### config.mk
export PLATFORM = sky130hd
export DESIGN_NAME = pipe_stage_reg
export DESIGN_NICKNAME = d
export VERILOG_FILES = /design/src/rtl/pipe_pkg.sv /design/src/rtl/pipe_skid_buf.sv /design/src/rtl/pipe_stage_reg.sv
export SDC_FILE = /design/constraint.sdc
export NUM_CORES = 1
export LEC_CHECK = 0
export ABC_AREA = 0
export CAP_MARGIN = 5
export CORE_UTILIZATION = 50
export DETAILED_ROUTE_END_ITERATION = 7
export GPL_TIMING_DRIVEN = 0
export PLACE_DENSITY = 0.8
export SLEW_MARGIN = 20
export SYNTH_ARGS = -nofsm -noshare
export SYNTH_HDL_FRONTEND = slang
export SYNTH_SLANG_ARGS = --single-unit
### constraint.sdc
create_clock -name clk -period 2.5 [get_ports clk]
set_input_delay 0.625 -clock clk [delete_from_list [all_inputs] [get_ports clk]]
set_output_delay 0.625 -clock clk [all_outputs]
set_load 0.02 [all_outputs]
### src/rtl/pipe_pkg.sv
// pipe_pkg: control-field layout, default widths and skid-buffer state encoding shared by the pipeline stages
package pipe_pkg;
    localparam int DEF_DATA_W     = 64;
    localparam int DEF_CTRL_W     = 16;
    localparam int CTRL_BRANCH    = 0;
    localparam int CTRL_MEMREAD   = 1;
    localparam int CTRL_MEMTOREG  = 2;
    localparam int CTRL_MEMWRITE  = 3;
    localparam int CTRL_ALUSRC    = 4;
    localparam int CTRL_REGWRITE  = 5;
    localparam int CTRL_JUMP      = 6;
    localparam int CTRL_ALUOP_LSB = 7;
    localparam int CTRL_ALUOP_MSB = 8;
    typedef enum logic [1:0] {EMPTY = 2'd0, ONE = 2'd1, TWO = 2'd2} skid_state_t;
endpackage

### src/rtl/pipe_skid_buf.sv
// pipe_skid_buf: two-entry FIFO holding stage; main entry is presented, skid entry waits behind it
module pipe_skid_buf
    import pipe_pkg::*;
#(
    parameter int DATA_W = DEF_DATA_W,
    parameter int CTRL_W = DEF_CTRL_W
) (
    input  logic              clk,
    input  logic              rst_n,
    input  logic              push,
    input  logic              pop,
    input  logic              flush,
    input  logic [DATA_W-1:0] in_data,
    input  logic [CTRL_W-1:0] in_ctrl,
    output logic              out_valid,
    output logic [DATA_W-1:0] out_data,
    output logic [CTRL_W-1:0] out_ctrl,
    output logic              full
);
    skid_state_t       state, state_nxt;
    logic [DATA_W-1:0] main_data, main_data_nxt, skid_data, skid_data_nxt;
    logic [CTRL_W-1:0] main_ctrl, main_ctrl_nxt, skid_ctrl, skid_ctrl_nxt;

    // next state and entry contents; vacated entries are zeroed so an invalid slot is a NOP
    always_comb begin
        state_nxt     = state;
        main_data_nxt = main_data;
        main_ctrl_nxt = main_ctrl;
        skid_data_nxt = skid_data;
        skid_ctrl_nxt = skid_ctrl;
        if (flush) begin
            state_nxt     = EMPTY;
            main_data_nxt = '0;
            main_ctrl_nxt = '0;
            skid_data_nxt = '0;
            skid_ctrl_nxt = '0;
        end else begin
            case (state)
                EMPTY: if (push) begin
                    state_nxt     = ONE;
                    main_data_nxt = in_data;
                    main_ctrl_nxt = in_ctrl;
                end
                ONE: if (push && pop) begin
                    main_data_nxt = in_data;
                    main_ctrl_nxt = in_ctrl;
                end else if (push) begin
                    state_nxt     = TWO;
                    skid_data_nxt = in_data;
                    skid_ctrl_nxt = in_ctrl;
                end else if (pop) begin
                    state_nxt     = EMPTY;
                    main_data_nxt = '0;
                    main_ctrl_nxt = '0;
                end
                TWO: if (pop) begin
                    state_nxt     = ONE;
                    main_data_nxt = skid_data;
                    main_ctrl_nxt = skid_ctrl;
                    skid_data_nxt = '0;
                    skid_ctrl_nxt = '0;
                end
                default: state_nxt = EMPTY;
            endcase
        end
    end

    // state and entry registers
    always_ff @(posedge clk or negedge rst_n) begin
        if (!rst_n) begin
            state     <= EMPTY;
            main_data <= '0;
            main_ctrl <= '0;
            skid_data <= '0;
            skid_ctrl <= '0;
        end else begin
            state     <= state_nxt;
            main_data <= main_data_nxt;
            main_ctrl <= main_ctrl_nxt;
            skid_data <= skid_data_nxt;
            skid_ctrl <= skid_ctrl_nxt;
        end
    end

    assign out_valid = state != EMPTY;
    assign out_data  = main_data;
    assign out_ctrl  = main_ctrl;
    assign full      = state == TWO;
endmodule

### src/rtl/pipe_stage_reg.sv
// pipe_stage_reg: valid/ready pipeline boundary register with flush, stall, optional skid buffer and flush-discard counter
module pipe_stage_reg
    import pipe_pkg::*;
#(
    parameter int DATA_W = DEF_DATA_W,
    parameter int CTRL_W = DEF_CTRL_W,
    parameter int SKID   = 1,
    parameter int CNT_W  = 16
) (
    input  logic              clk,
    input  logic              rst_n,
    input  logic              in_valid,
    output logic              in_ready,
    input  logic [DATA_W-1:0] in_data,
    input  logic [CTRL_W-1:0] in_ctrl,
    input  logic              flush,
    input  logic              stall,
    output logic              out_valid,
    input  logic              out_ready,
    output logic [DATA_W-1:0] out_data,
    output logic [CTRL_W-1:0] out_ctrl,
    output logic [CNT_W-1:0]  flush_cnt
);
    logic live, in_fire, out_fire, two, held;

    assign in_fire  = in_valid & in_ready;
    assign out_fire = out_valid & out_ready;
    assign held     = two | (out_valid & ~out_fire);

    // live keeps in_ready low through reset and raises it on the first edge after release
    always_ff @(posedge clk or negedge rst_n) begin
        if (!rst_n) live <= 1'b0;
        else live <= 1'b1;
    end

    generate
        if (SKID != 0) begin : g_skid
            logic full;
            pipe_skid_buf #(.DATA_W(DATA_W), .CTRL_W(CTRL_W)) u_buf (
                .clk       (clk),
                .rst_n     (rst_n),
                .push      (in_fire),
                .pop       (out_ready),
                .flush     (flush),
                .in_data   (in_data),
                .in_ctrl   (in_ctrl),
                .out_valid (out_valid),
                .out_data  (out_data),
                .out_ctrl  (out_ctrl),
                .full      (full)
            );
            assign in_ready = live & ~stall & ~full;
            assign two      = full;
        end else begin : g_reg
            logic              v;
            logic [DATA_W-1:0] d;
            logic [CTRL_W-1:0] c;
            assign in_ready  = live & ~stall & (~v | out_ready);
            assign out_valid = v;
            assign out_data  = d;
            assign out_ctrl  = c;
            assign two       = 1'b0;
            // single holding register: flush clears, accept loads, drain without refill empties
            always_ff @(posedge clk or negedge rst_n) begin
                if (!rst_n) begin
                    v <= 1'b0;
                    d <= '0;
                    c <= '0;
                end else if (flush || (out_fire && !in_fire)) begin
                    v <= 1'b0;
                    d <= '0;
                    c <= '0;
                end else if (in_fire) begin
                    v <= 1'b1;
                    d <= in_data;
                    c <= in_ctrl;
                end
            end
        end
    endgenerate

    // count flushes that actually discarded a held entry, sticking at all-ones
    always_ff @(posedge clk or negedge rst_n) begin
        if (!rst_n) flush_cnt <= '0;
        else if (flush && held && flush_cnt != '1) flush_cnt <= flush_cnt + 1'b1;
    end
endmodule
==> Yosys cells after proc, flatten, opt, wreduce, memory -nomap -nowiden <==
Cells that the tools add are included.
{ "word_totals": {"in_bits": 86, "output_inout_bits": 98, "elab_cells": 64, "reg_bits": 179} }
{ "classes": {"n_eq_ne": 10, "addsub": 1, "muxes": 27, "reduce_logical": 10, "n_bitwise": 9} }
{ "ops": {"columns": ["cell", "count"], "rows": [
  ["$mux W64", 8],
  ["$pmux W64 S3", 1],
  ["$mux W16", 8],
  ["$pmux W64 S2", 1],
  ["$pmux W16 S3", 1],
  ["$pmux W16 S2", 1],
  ["$add A16 B1 Y16 const B", 1],
  ["$ne A16 B16 Y1 const B", 1],
  ["$mux W2", 6],
  ["$ne A4 B3 Y1 const B", 2],
  ["$reduce_and A4 Y1", 2],
  ["$ne A3 B2 Y1 const B", 2],
  ["$ne A3 B3 Y1 const B", 2],
  ["$pmux W2 S3", 1],
  ["$and A1 B1 Y1", 5],
  ["$reduce_and A5 Y1", 1],
  ["$ne A4 B4 Y1 const B", 1],
  ["$reduce_bool A4 Y1", 1],
  ["$logic_and A1 B1 Y1", 3],
  ["$not A1 Y1", 3],
  ["$reduce_bool A3 Y1", 1],
  ["$eq A2 B1 Y1 const B", 1],
  ["$eq A2 B2 Y1 const B", 1],
  ["$logic_not A2 Y1", 1],
  ["2 further kinds", 2]
]} }

==> Depth between registers and ports, before layout <==
Gate-level depths: netlist (run 1).
{ "logic_depth": {"ltp_word": 8, "ltp_mapped": 9, "mapped_depth_nobuf": 6} }

==> Modules after synthesis <==
A second synthesis (run 1) with hierarchy kept.
{ "hier_totals": {"hier_cells": 1082, "area_unflattened_um2": 9310.2} }
{ "by_module_without_submodules": {"columns": ["mod", "n_inst", "seq_area_each_um2", "area_per_inst_um2", "cells_each"], "rows": [
  ["pipe_skid_buf", 1, 4053.9, 8431.8, 1003],
  ["pipe_stage_reg", 1, 425.4, 878.3, 79]
]} }

==> Worst setup path after synthesis (run 1) <==
Ideal clock, no wire load.
{ "synth_timing": {"path_kind": "register -> output", "startpoint": "register g_skid.u_buf.state[0]", "endpoint": "output in_ready", "stages_incl_launch_ff": 5, "t_arrival_ns": 1.340, "n_path_buf": 1, "slack_ns": 0.535, "required_time_ns": 1.875, "path_cell_list": "dfrtp_1 > inv_1 > ha_1 > buf_2 > nor3b_1"} }
{ "synth_between": {"elab_chain_len": 3} }
{ "synth_lines": {"columns": ["item", "line", "rtl"], "rows": [
  ["start, declared", "pipe_skid_buf.sv:20", "skid_state_t state, state_nxt;"],
  ["start signal, assigned", "pipe_skid_buf.sv:77", "state <= state_nxt;"],
  ["$eq A2 B2 Y1", "pipe_skid_buf.sv:88", "assign full = state == TWO;"],
  ["$not A1 Y1", "pipe_stage_reg.sv:52", "assign in_ready = live & ~stall & ~full;"],
  ["$and A1 B1 Y1", "pipe_stage_reg.sv:52", null],
  ["end, declared", "pipe_stage_reg.sv:13", "output logic in_ready,"]
]} }
Every way passes these cells.

==> Final worst setup path (run 1) <==
{ "layout_timing": {"startpoint": "register g_skid.u_buf.state[0]", "endpoint": "register g_skid.u_buf.main_data[7] (netlist: g_skid.u_buf.out_data[7])"} }
{ "layout_between": {"elab_chain_len": 8, "elab_cells_between_ends": 16, "cone_classes": "eq/ne (6); mux (3); bitwise (3); reduce/logical (4)"} }
{ "layout_lines": {"columns": ["item", "line", "rtl"], "rows": [
  ["$eq A2 B2 Y1", "pipe_skid_buf.sv:38, pipe_skid_buf.sv:88", null],
  ["$not A1 Y1", "pipe_stage_reg.sv:52", null],
  ["$and A1 B1 Y1", "pipe_stage_reg.sv:52", null],
  ["$and A1 B1 Y1", "pipe_stage_reg.sv:26", "assign in_fire = in_valid & in_ready;"],
  ["$logic_and A1 B1 Y1", "pipe_skid_buf.sv:44", "ONE: if (push && pop) begin"],
  ["$mux W64", "pipe_skid_buf.sv:44", null],
  ["$pmux W64 S3", "pipe_skid_buf.sv:38", "case (state)"],
  ["$mux W64", "pipe_skid_buf.sv:31", "if (flush) begin"],
  ["end signal, assigned", "pipe_skid_buf.sv:78", "main_data <= main_data_nxt;"],
  ["end, declared", "pipe_skid_buf.sv:21", "logic [DATA_W-1:0] main_data, main_data_nxt, skid_data, skid_data_nxt;"]
]} }
Several ways; a longest one is shown, not always the timed one.
A chain may end at the register's enable or synchronous reset.

==> impl_results.md, run 1 <==
* Status: complete, no violations
* Pwr Density at 792 mW/mm2
* # fillers at 1159
* Syn nets at 822
* Dominant synthesized flop cell: dfrtp_1
* Critical R2R Capture: g_skid.u_buf.out_data[7]$_DFFE_PN0P_
* Worst path slowest cell: nor2_2
* ANT nets after route at 0
* CP Cell Sequence: inv_1, ha_1, buf_2, nand4bb_4, a211oi_2, nor2_2, clkbuf_1, o2bb2ai_1
* H-tree levels at 4
* Post-DP HPWL at 13100 um
* DRC viols at 0
* Post-synth ARST share at 100%
* Vias/cell at 5.71
* Netlist Area Pre-Place at 0.00774 mm2
* Clk_lat worst skew at 0.43 ns
* Synth Area in Adders at 0.647%
* Post-Synthesis Cells at 732
* Static leakage at 4.52 nW
* Final setup fails at 0
* Final worst slack at 0.0950 ns
* First-pass DRT Iterations at 5
* Max VDD drop at 0.000493 V
* Maximum clock path buffer count at 2
* Synth Area in XOR/XNOR at 1.13%
* Area leader, netlist: dfrtp_1
* Distinct cells, synth at 45
* Slew margin rel. at 59.5%
* Maximum Capacitance Violations at 0
* Final Critical Period at 2.41 ns
* CP top delay family: buffers and inverters
* Worst hold slack at 0.0803 ns
* Critical path's largest stage delay at 0.48 ns
* Maximum number of pins on one net before global-route repair at 78
* Nets@finish at 1026
* Worst EP arrival at 2.75 ns
* CP Max Fanout at 10
* Syn avg cell area at 10.6 um2
* Synth top area share at 57.9%
* Vias in the first global route at 6342
* Synth Area in Simple Gates at 12.2%
* Global route overflow at 0
* Cell with the most instances after synthesis: dfrtp_1
* Largest family of logic cells by synthesized area: compound AO/OA/AOI/OAI gates
* Worst Clk Skew at 0.00905 ns
* Finished Cell Area at 0.0105 mm2
* Die area at 0.0160 mm2
* DP Area at 0.00986 mm2
* Synth top cells by count: dfrtp_1 (179), nand2_1 (167), a22oi_1 (80), o2bb2ai_1 (80), o21ai_1 (66)
* Ratio of cells with drive above 1 in the final layout at 7.90%
* Clock slew at reported path FFs at 0.07 ns
* Total track usage at 25.8%
* Post-synthesis mux area share at 0.582%
* Top post-synthesis cells by area: dfrtp_1 (58%), o2bb2ai_1 (9.1%), nand2_1 (8.1%), a22oi_1 (7.8%), o21ai_1 (4.3%)
* Row count at 45
* Worst r2r src: g_skid.u_buf.state[0]$_DFFE_PN0P_
* Yosys warnings at 0
* Initial Util at 51.1%
* Flop2flop setup slack at 0.09 ns
* Clock Sinks at 179
* Overall die height at 126 um
* Design Power at 8.32 mW
* Hold Crit Class: input port to async pin
* DIE WIDTH at 126 um
* R2R depth at 8
* Number of hold violations in the final report at 0
* CP endpoint kind: flop
* Synthesized flop and latch total at 179
* Via count at 6492
* Register area at 0.00448 mm2
* PortBufs at 182
* Number of synthesized flops with an enable pin at 0
* Sequential-to-total area share from yosys stat at 57.9%
* Ports at 184
* WP buf/inv at 3
* Slew Viols, Final at 0
* Final core occ at 69.4%
* Root buf cell: clkbuf_16
* Part of the cycle the worst path needs at 96.2%
* Startpoint types: flop
* Worst-Margin Slew at 0.607 ns
* Placement Setup Slack at -0.424 ns
* Num CTS Buffers at 17
* Iter 0 DRT Violations at 505
* First-pass GRT wire length at 32300 um
* Worst EP required at 2.84 ns
* Layout Area Growth over Synthesis at 35.7%
* Hold-fix buffers, CTS at 0
* Multi-input logic area at 0.00300 mm2
* Routability cong. at 0.792
* Initial antenna violation count at 0
* Diode count at 0
* Detailed Route WL at 20000 um
* Core Area at 0.0151 mm2
* Maximum clock rate at 416 MHz
* Routed WL per cell at 17.5 um
* Compound-Gate Fraction of Synth Area at 23.9%
* CTS tree: built
* CP Class: flop to flop
## sequential cells by signal, summed over array words and instances, names as in the netlist
name                    cells
flush_cnt                  16
g_skid.u_buf.out_ctrl      16
g_skid.u_buf.out_data      64
g_skid.u_buf.skid_ctrl     16
g_skid.u_buf.skid_data     64
g_skid.u_buf.state          2
live                        1
## worst register-to-register path, stage by stage (launching register included)
cell       delay, ns
dfrtp_2         0.45
inv_1           0.09
ha_1            0.14
buf_2           0.19
nand4bb_4       0.21
a211oi_2        0.11
nor2_2          0.48
clkbuf_1        0.47
o2bb2ai_1       0.18
## cell families (layout without fill, tap and decap cells)
| kind of cell | count (synthesis) | in the layout |
|---|---|---|
| buf+inv | 65 | 282 |
| fa+ha+maj | 4 | 4 |
| compound gates | 256 | 256 |
| other cells | 1 | 1 |
| flops | 179 | 179 |
| xor+xnor | 10 | 10 |
| mux | 4 | 4 |
| simple gates | 213 | 213 |
## placed cells by master (no fill, tap or decap), types with 3 or more instances in the layout
| master | count |
|---|---|
| buf_4 | 11 |
| clkbuf_2 | 6 |
| nor2_1 | 4 |
| clkbuf_1 | 37 |
| nand4_1 | 3 |
| xnor2_1 | 3 |
| dfrtp_1 | 178 |
| nor4_1 | 4 |
| clkdlybuf4s50_1 | 179 |
| clkbuf_8 | 3 |
| inv_1 | 5 |
| mux2_1 | 3 |
| nand3_1 | 7 |
| o2bb2ai_1 | 80 |
| nor3b_1 | 5 |
| ha_1 | 4 |
| clkbuf_16 | 17 |
| o21ai_0 | 16 |
| buf_2 | 8 |
| nor3_1 | 7 |
| o21ai_1 | 66 |
| a22oi_1 | 80 |
| inv_6 | 4 |
| clkinv_4 | 3 |
| xor2_1 | 7 |
| nand2_1 | 166 |
## power by group
part	switching [mW]	internal, mW
clock	1.17	1.57
combinational	1.17	0.901
sequential	0.259	3.25
total	2.60	5.72
## repair_timing
action | 4_1_cts | 5_1_grt
buffers inserted | 0 | 2
endpoints found under the setup margin | 162 | 158
pin swaps | 0 | 1
gates resized for setup | 8 | 16
## metal layers
layer | wire length [um] | vias up | share of wire (%) | track usage, %
li1 | - | 3071 | - | -
met1 | 8970 | 3166 | 45 | 35.7
met2 | 9370 | 221 | 47 | 39.9
met3 | 1180 | 34 | 5.9 | 6.16
met4 | 428 | 0 | 2.1 | 9.36
met5 | 0 | - | 0 | 0
## stage by stage
stage	std cells	setup TNS [ns]
2_1_floorplan	732	0
3_3_place_gp	1102	-1234.14
3_5_place_dp	1104	-57.12
4_1_cts	1136	0
5_1_grt	1137	-0.234
6_report	1137	0
## worst max-delay path by stage
stage,from,end,slack (ns),depth (start not counted)
6_report,g_skid.u_buf.state[0]$_DFFE_PN0P_,g_skid.u_buf.out_data[7]$_DFFE_PN0P_,0.09,8
5_1_grt,g_skid.u_buf.state[0]$_DFFE_PN0P_,g_skid.u_buf.out_data[0]$_DFFE_PN0P_,-0.02,8
4_1_cts,g_skid.u_buf.state[0]$_DFFE_PN0P_,g_skid.u_buf.out_data[57]$_DFFE_PN0P_,0.009,8
3_5_place_dp,out_ready,g_skid.u_buf.out_data[57]$_DFFE_PN0P_,-0.42,6
3_3_place_gp,rst_n,g_skid.u_buf.skid_data[59]$_DFFE_PN0P_,-6.63,1
2_1_floorplan,g_skid.u_buf.state[0]$_DFFE_PN0P_,in_ready,0.53,4
## layout make-up
type	instances	area share, %
sequential	179	42.7
clock inverter	12	1.36
multi-input combinational	488	28.5
clock buffer	20	4.44
tap	188	2.24
timing repair buffer	186	18.0
buffer	59	2.58
inverter	5	0.179
No activity file was read; power rests on OpenSTA's default activity.
==> run 2, diff against run 1 <==
--- a/config.mk
+++ b/config.mk
@@ -7,11 +7,12 @@
 export LEC_CHECK = 0
 export ABC_AREA = 0
 export CAP_MARGIN = 5
-export CORE_UTILIZATION = 50
+export CORE_UTILIZATION = 45
 export DETAILED_ROUTE_END_ITERATION = 7
 export GPL_TIMING_DRIVEN = 0
-export PLACE_DENSITY = 0.8
+export PLACE_DENSITY = 0.71
 export SLEW_MARGIN = 20
 export SYNTH_ARGS = -nofsm -noshare
 export SYNTH_HDL_FRONTEND = slang
+export SYNTH_HIERARCHICAL = 1
 export SYNTH_SLANG_ARGS = --single-unit
==> run 2 against run 1 <==
Against the previous run:
- die area rose by 33%
- via count rose by 32%
- synthesized cell count rose by 48%
- design area rose by 17%
- global-route usage fell by 0.69 points
- sequential share of layout area fell by 6.1 points
- sequential power fell by 2%
- core utilization fell by 8.8 points
- clock power barely moved
- total power rose by 8.0%
- largest cell class unchanged
==> impl_results.md, run 2 <==
* Worst EP required at 1.88 ns (was 2.84 ns)
* Clock Sinks at 179 (unchanged)
* Die area at 0.0213 mm2 (was 0.0160 mm2)
* Synth top area share at 48.1% (was 57.9%)
* Clock slew at reported path FFs at 0.07 ns (about the same)
* Total track usage at 25.1% (was 25.8%)
* Routability cong. at 0.845 (was 0.792)
* H-tree levels at 4 (unchanged)
* Via count at 8600 (was 6492)
* Core Area at 0.0202 mm2 (was 0.0151 mm2)
* Most frequent cells in the layout: a21oi_1 (240), clkdlybuf4s50_1 (180), dfrtp_1 (179) (was clkdlybuf4s50_1 (179), dfrtp_1 (178), nand2_1 (166))
* Finished Layout Cells at 1573 (was 1137)
* Synth top cells by count: a21oi_1 (240), dfrtp_1 (179), nand2_1 (168) (was dfrtp_1 (179), nand2_1 (167), a22oi_1 (80), o2bb2ai_1 (80), o21ai_1 (66))
* Row count at 52 (was 45)
* Distinct cells, synth at 44 (was 45)
* P_int at 6.01 mW (was 5.72 mW)
* Iter 0 DRT Violations at 454 (was 505)
* Num CTS Buffers at 17 (unchanged)
* Post-synth ARST share at 100% (unchanged)
* Maximum Capacitance Violations at 0 (unchanged)
* Top post-synthesis cells by area: dfrtp_1 (48%), a21oi_1 (13%), nand2_1 (6.8%), nand3b_1 (6.5%), nand2b_1 (5.5%) (was dfrtp_1 (58%), o2bb2ai_1 (9.1%), nand2_1 (8.1%), a22oi_1 (7.8%), o21ai_1 (4.3%))
* Worst-Margin Slew at 0.536 ns (was 0.607 ns)
* Psw at 2.98 mW (was 2.60 mW)
* Number of hold violations in the final report at 0 (unchanged)
* CP Class: flop to output port (was flop to flop)
* Root buf cell: clkbuf_16 (unchanged)
* DRC viols at 0 (unchanged)
* Number of synthesized flops with an enable pin at 0 (unchanged)
* Flop2flop setup slack at 0.14 ns (was 0.09 ns)
* DIE WIDTH at 146 um (was 126 um)
* PortBufs at 183 (was 182)
* Post-DP HPWL at 18300 um (was 13100 um)
* Max VDD drop at 0.000467 V (was 0.000493 V)
* Detailed Route WL at 26500 um (was 20000 um)
* Worst Clk Skew at 0.0105 ns (was 0.00905 ns)
* Maximum clock path buffer count at 2 (unchanged)
* Post-Synthesis Cells at 1082 (was 732)
* Vias in the first global route at 8138 (was 6342)
* Nets@finish at 1381 (was 1026)
* Part of the cycle the worst path needs at 94.7% (was 96.2%)
* CP endpoint kind: output port (was flop)
* Flop pwr share at 38.3% (was 42.1%)
* Sequential-to-total area share from yosys stat at 48.1% (was 57.9%)
* Maximum clock rate at 422 MHz (was 416 MHz)
* Layout Area Growth over Synthesis at 31.7% (was 35.7%)
* Sw frac at 33.2% (was 31.2%)
* Startpoint types: flop (unchanged)
* Ratio of cells with drive above 1 in the final layout at 8.68% (was 7.90%)
* Initial Util at 46.0% (was 51.1%)
* Static leakage at 4.95 nW (was 4.52 nW)
* Syn nets at 1174 (was 822)
* Vias/cell at 5.47 (was 5.71)
* Maximum number of pins on one net before global-route repair at 93 (was 78)
* Slew Viols, Final at 0 (unchanged)
* CTS tree: built (unchanged)
* Global route overflow at 0 (unchanged)
* First-pass GRT wire length at 42700 um (was 32300 um)
* Cell with the most instances after synthesis: a21oi_1 (was dfrtp_1)
* Final Critical Period at 2.37 ns (was 2.41 ns)
* Netlist Area Pre-Place at 0.00931 mm2 (was 0.00774 mm2)
* CP Cell Sequence: inv_1, ha_2, nor3b_2, dlygate4sd2_1 (was inv_1, ha_1, buf_2, nand4bb_4, a211oi_2, nor2_2, clkbuf_1, o2bb2ai_1)
* CP Max Fanout at 5 (was 10)
* Clk_lat worst skew at 0.43 ns (about the same)
* Placed Cells at 1537 (was 1104)
* Worst path slowest cell: dlygate4sd2_1 (was nor2_2)
* Yosys warnings at 6 (was 0)
* Final core occ at 60.6% (was 69.4%)
* Initial antenna violation count at 1 (was 0)
* Ports at 184 (unchanged)
* Most common library cell in the layout ignoring fill and taps: a21oi_1 (was clkdlybuf4s50_1)
* Worst EP arrival at 1.74 ns (was 2.75 ns)
* Pwr Density at 733 mW/mm2 (was 792 mW/mm2)
* Syn avg cell area at 8.60 um2 (was 10.6 um2)
* First-pass DRT Iterations at 5 (unchanged)
* Overall die height at 146 um (was 126 um)
* Final setup fails at 0 (unchanged)
* Critical path's largest stage delay at 0.38 ns (was 0.48 ns)
* Slew margin rel. at 64.0% (was 59.5%)
* Routed WL per cell at 16.9 um (was 17.5 um)
* Hold Crit Class: flop to flop (was input port to async pin)
* Gate power share at 31.0% (was 24.9%)
* Status: complete, no violations (unchanged)
* Area leader, netlist: dfrtp_1 (unchanged)
* ANT nets after route at 0 (unchanged)
* Dominant synthesized flop cell: dfrtp_1 (unchanged)
* Synthesized flop and latch total at 179 (unchanged)
* Share of power burned in the clock network at 30.6% (was 33.0%)
-- run 2: layer usage --
metal	GRT usage (%)	vias to the layer above	wire length (um)
met3	3.17	36	1260
met2	38.4	240	12400
li1	-	4173	-
met5	0	-	0
met1	36.4	4151	12300
met4	9.58	0	629
-- run 2: power groups by stage --
stage / Clock (mW) / Combinational (mW) / Sequential (mW)
6_report: 2.75 / 2.79 / 3.45
5_1_grt: 2.94 / 3.00 / 3.49
4_1_cts: 2.82 / 2.78 / 3.45
3_5_place_dp: 0 / 2.73 / 3.50
3_3_place_gp: 0 / 2.69 / 3.50
2_1_floorplan: 0 / 1.11 / 3.85
-- run 2: area by class of cell --
type / instances / area [um2]
fillers: 1834 / 7970
repair buffers: 189 / 1940
diodes: 1 / 2.50
clock inverters: 14 / 168
well taps: 270 / 338
flip-flops and latches: 179 / 4480
plain buffers: 95 / 503
clock buffers: 18 / 439
inverters: 4 / 15.0
multi-input cells: 803 / 4380
-- run 2: through the flow --
step | instance area (um2) | power [mW] | setup slack, ns | setup TNS [ns] | hold WS (ns)
3_5_place_dp | 11500 | 6.23 | -0.518 | -62.76 | 0.442
3_3_place_gp | 11500 | 6.18 | -6.78 | -1264.70 | 0.463
4_1_cts | 12200 | 9.04 | 0.00476 | 0 | 0.485
6_report | 12300 | 8.99 | 0.132 | 0 | 0.481
2_1_floorplan | 9320 | 4.96 | 0.201 | 0 | 0.329
5_1_grt | 12300 | 9.44 | -0.00362 | -0.00362 | 0.507
-- run 2: logic make-up (layout without fill, tap and decap cells) --
kind of cell             count (synthesis)  after routing  share of synthesized area (%)
AND/OR/NAND/NOR                        448            448                           26.0
other                                    1              2                         0.0403
flip-flops                             179            179                           48.1
multiplexers                             5              5                          0.645
adder cells (fa/ha/maj)                  6              6                          0.806
buffers and inverters                  100            320                           5.09
AO/OA/AOI/OAI                          331            331                           18.2
XOR/XNOR                                12             12                           1.13
-- run 2: path summary, 6_finish.rpt --
check	startpoint	to	depth (start not counted)
min in group asynchronous	rst_n	flush_cnt[14]$_DFFE_PN0P_	2
max	g_skid.u_buf/state[0]$_DFFE_PN0P_	in_ready	4
max reg2reg	g_skid.u_buf/state[0]$_DFFE_PN0P_	g_skid.u_buf/out_ctrl[12]$_DFFE_PN0P_	10
max in group asynchronous	rst_n	g_skid.u_buf/out_data[25]$_DFFE_PN0P_	4
min	g_skid.u_buf/out_data[60]$_DFFE_PN0P_	g_skid.u_buf/out_data[60]$_DFFE_PN0P_	2
min reg2reg	g_skid.u_buf/out_data[60]$_DFFE_PN0P_	g_skid.u_buf/out_data[60]$_DFFE_PN0P_	2
-- run 2: timing repair --
action                                 4_1_cts  5_1_grt
gates resized for setup                     14       42
pin swaps                                    1        0
hold buffers                                 1        0
buffers inserted                             3        0
cloned                                       0        0
endpoints found under the hold margin       13        0
setup endpoints to repair                  153      162
-- run 2: critical path: cells and delay by family, from the launching register on --
kind / cells / cell delay (ns)
simple gates: 1 / 0.22
fa+ha+maj: 1 / 0.24
flops: 1 / 0.37
buf+inv: 2 / 0.48
==> run 3, diff against run 2 <==
--- a/config.mk
+++ b/config.mk
@@ -7,6 +7,7 @@
 export LEC_CHECK = 0
 export ABC_AREA = 0
 export CAP_MARGIN = 5
+export CORE_MARGIN = 8
 export CORE_UTILIZATION = 45
 export DETAILED_ROUTE_END_ITERATION = 7
 export GPL_TIMING_DRIVEN = 0
==> run 3 against run 2 <==
Against the previous run:
- hold slack worse by 0.38 ns
- combinational power hardly changed
- first-iteration DRC count is 46% higher
- global-route usage is 3.5 points lower
- design area is 0.24% lower
==> impl_results.md, run 3 (synthesis gave the netlist of run 2 again) <==
* Worst EP arrival at 2.64 ns (was 1.74 ns)
* P_int at 6.04 mW (was 6.01 mW)
* PortBufs at 183 (unchanged)
* Die area at 0.0255 mm2 (was 0.0213 mm2)
* Ratio of cells with drive above 1 in the final layout at 8.55% (was 8.68%)
* Nets@finish at 1380 (was 1381)
* Worst-Margin Slew at 0.575 ns (was 0.536 ns)
* Unrepaired setup endpoints after global routing: false
* Hold Crit Class: input port to async pin (was flop to flop)
* Met3 WL post-DR at 1760 um (was 1260 um)
* Slew Viols, Final at 0 (unchanged)
* Row count at 52 (unchanged)
* Routability cong. at 0.814 (was 0.845)
* Worst r2r src: g_skid.u_buf/state[0]$_DFFE_PN0P_ (unchanged)
* Finished Layout Cells at 1569 (was 1573)
* Via count at 8611 (was 8600)
* H-tree levels at 4 (unchanged)
* Layout Area Growth over Synthesis at 31.4% (was 31.7%)
* Static leakage at 4.94 nW (was 4.95 nW)
* Root buf cell: clkbuf_16 (unchanged)
* Critical path's largest stage delay at 0.63 ns (was 0.38 ns)
* DRC viols at 0 (unchanged)
* WP buf/inv at 4 (was 2)
* Psw at 2.92 mW (was 2.98 mW)
* Gate power share at 31.2% (was 31.0%)
* Status: complete, no violations (unchanged)
* Placed Cells at 1537 (unchanged)
* Worst Clk Skew at 0.00978 ns (was 0.0105 ns)
* Global route overflow at 0 (unchanged)
* Initial Util at 45.9% (was 46.0%)
* Flop pwr share at 38.4% (was 38.3%)
* Pwr Density at 733 mW/mm2 (about the same)
* First-pass GRT wire length at 45500 um (was 42700 um)
* Final setup fails at 0 (unchanged)
* Initial antenna violation count at 0 (was 1)
* Number of hold violations in the final report at 0 (unchanged)
* Worst EP required at 2.79 ns (was 1.88 ns)
* WL met2 at 13700 um (was 12400 um)
* Worst hold slack at 0.102 ns (was 0.481 ns)
* DIE WIDTH at 160 um (was 146 um)
* Overall die height at 160 um (was 146 um)
* Final Critical Period at 2.35 ns (was 2.37 ns)
* Num CTS Buffers at 17 (unchanged)
* Routed WL per cell at 18.0 um (was 16.9 um)
* Share of power burned in the clock network at 30.3% (was 30.6%)
* First-pass DRT Iterations at 7 (was 5)
* Clock Sinks at 179 (unchanged)
* CTS tree: built (unchanged)
* CP top delay family: buffers and inverters (unchanged)
* Most frequent cells in the layout: a21oi_1 (240), clkdlybuf4s50_1 (180), dfrtp_1 (179) (unchanged)
* Maximum number of pins on one net before global-route repair at 74 (was 93)
* Maximum clock rate at 425 MHz (was 422 MHz)
* Clk_lat worst skew at 0.42 ns (was 0.43 ns)
* ANT nets after route at 0 (unchanged)
* Startpoint types: input port (was flop)
* CP endpoint kind: flop (was output port)
* Ports at 184 (unchanged)
* Core Area at 0.0203 mm2 (was 0.0202 mm2)
* Diode count at 0 (was 1)
* WL met1 at 12400 um (was 12300 um)
* CP Class: input port to flop (was flop to output port)
* Post-DP HPWL at 19900 um (was 18300 um)
* Critical R2R Capture: g_skid.u_buf/out_ctrl[9]$_DFFE_PN0P_ (was g_skid.u_buf/out_ctrl[12]$_DFFE_PN0P_)
* Maximum Capacitance Violations at 0 (unchanged)
* Iter 0 DRT Violations at 665 (was 454)
* R2R depth at 10 (unchanged)
* Sw frac at 32.6% (was 33.2%)
* Max layer used: met4 (unchanged)
* Max VDD drop at 0.000415 V (was 0.000467 V)
* Worst path slowest cell: clkdlybuf4s50_1 (was dlygate4sd2_1)
* Vias in the first global route at 8682 (was 8138)
* Detailed Route WL at 28200 um (was 26500 um)
* # fillers at 1845 (was 1834)
* Slew margin rel. at 61.4% (was 64.0%)
* Flop2flop setup slack at 0.17 ns (was 0.14 ns)
* Clock slew at reported path FFs at 0.07 ns (about the same)
* CP Max Fanout at 10 (was 5)
* Vias/cell at 5.49 (was 5.47)
* CP Cell Sequence: clkdlybuf4s50_1, buf_2, and4b_1, clkbuf_4, clkbuf_2, a21oi_1, o21ai_0 (was inv_1, ha_2, nor3b_2, dlygate4sd2_1)
* Maximum clock path buffer count at 2 (unchanged)
* Most common library cell in the layout ignoring fill and taps: a21oi_1 (unchanged)
* Part of the cycle the worst path needs at 94.0% (was 94.7%)
* Total track usage at 21.6% (was 25.1%)
## run 3: layout make-up
cell class / count / area (um2) / area share (%)
multi-input combinational: 803 / 4390 / 35.9
sequential: 179 / 4480 / 36.6
timing repair buffer: 188 / 1930 / 15.8
tap: 270 / 338 / 2.76
inverter: 4 / 15.0 / 0.123
clock buffer: 18 / 429 / 3.51
clock inverter: 12 / 156 / 1.28
buffer: 95 / 499 / 4.08
## run 3: routing by layer
| layer | vias up | GRT usage (%) |
|---|---|---|
| met4 | 0 | 5.31 |
| met5 | - | 0 |
| met3 | 26 | 4.58 |
| li1 | 4159 | - |
| met1 | 4157 | 28.7 |
| met2 | 269 | 35.4 |
## run 3: metrics by stage
| step | setup TNS (ns) | power (mW) | area, um2 | setup WS, ns | utilization (%) |
|---|---|---|---|---|---|
| finish | 0 | 8.96 | 12200 | 0.149 | 60.3 |
| CTS | 0 | 9.04 | 12200 | 0.00158 | 60.0 |
| global placement | -1267.62 | 6.21 | 11500 | -6.80 | 56.6 |
| detailed placement | -57.70 | 6.26 | 11500 | -0.469 | 56.9 |
| global route | 0 | 9.42 | 12200 | 0.0193 | 60.3 |
| floorplan | 0 | 4.96 | 9320 | 0.201 | - |
## run 3: worst max-delay path by stage
stage | startpoint | endpoint | slack, ns | cells after the start
floorplan | g_skid.u_buf/state[0]$_DFFE_PN0P_ | g_skid.u_buf/skid_ctrl[0]$_DFFE_PN0P_ | 0.20 | 10
global placement | rst_n | g_skid.u_buf/out_data[51]$_DFFE_PN0P_ | -6.80 | 1
detailed placement | stall | g_skid.u_buf/skid_data[43]$_DFFE_PN0P_ | -0.47 | 9
CTS | g_skid.u_buf/state[0]$_DFFE_PN0P_ | out_valid | 0.002 | 4
global route | g_skid.u_buf/state[0]$_DFFE_PN0P_ | g_skid.u_buf/out_ctrl[5]$_DFFE_PN0P_ | 0.02 | 10
finish | flush | g_skid.u_buf/out_data[18]$_DFFE_PN0P_ | 0.15 | 7
## run 3: power groups by stage
stage / sequential, mW / clock (mW) / combinational, mW
global route: 3.49 / 2.89 / 3.03
detailed placement: 3.50 / 0 / 2.76
floorplan: 3.85 / 0 / 1.11
global placement: 3.49 / 0 / 2.72
finish: 3.44 / 2.72 / 2.80
CTS: 3.45 / 2.79 / 2.81
## run 3: what timing repair did
action,in CTS,in global routing
gates resized for setup,15,42
setup buffers,3,0
setup endpoints to repair,161,162
hold buffers,0,0
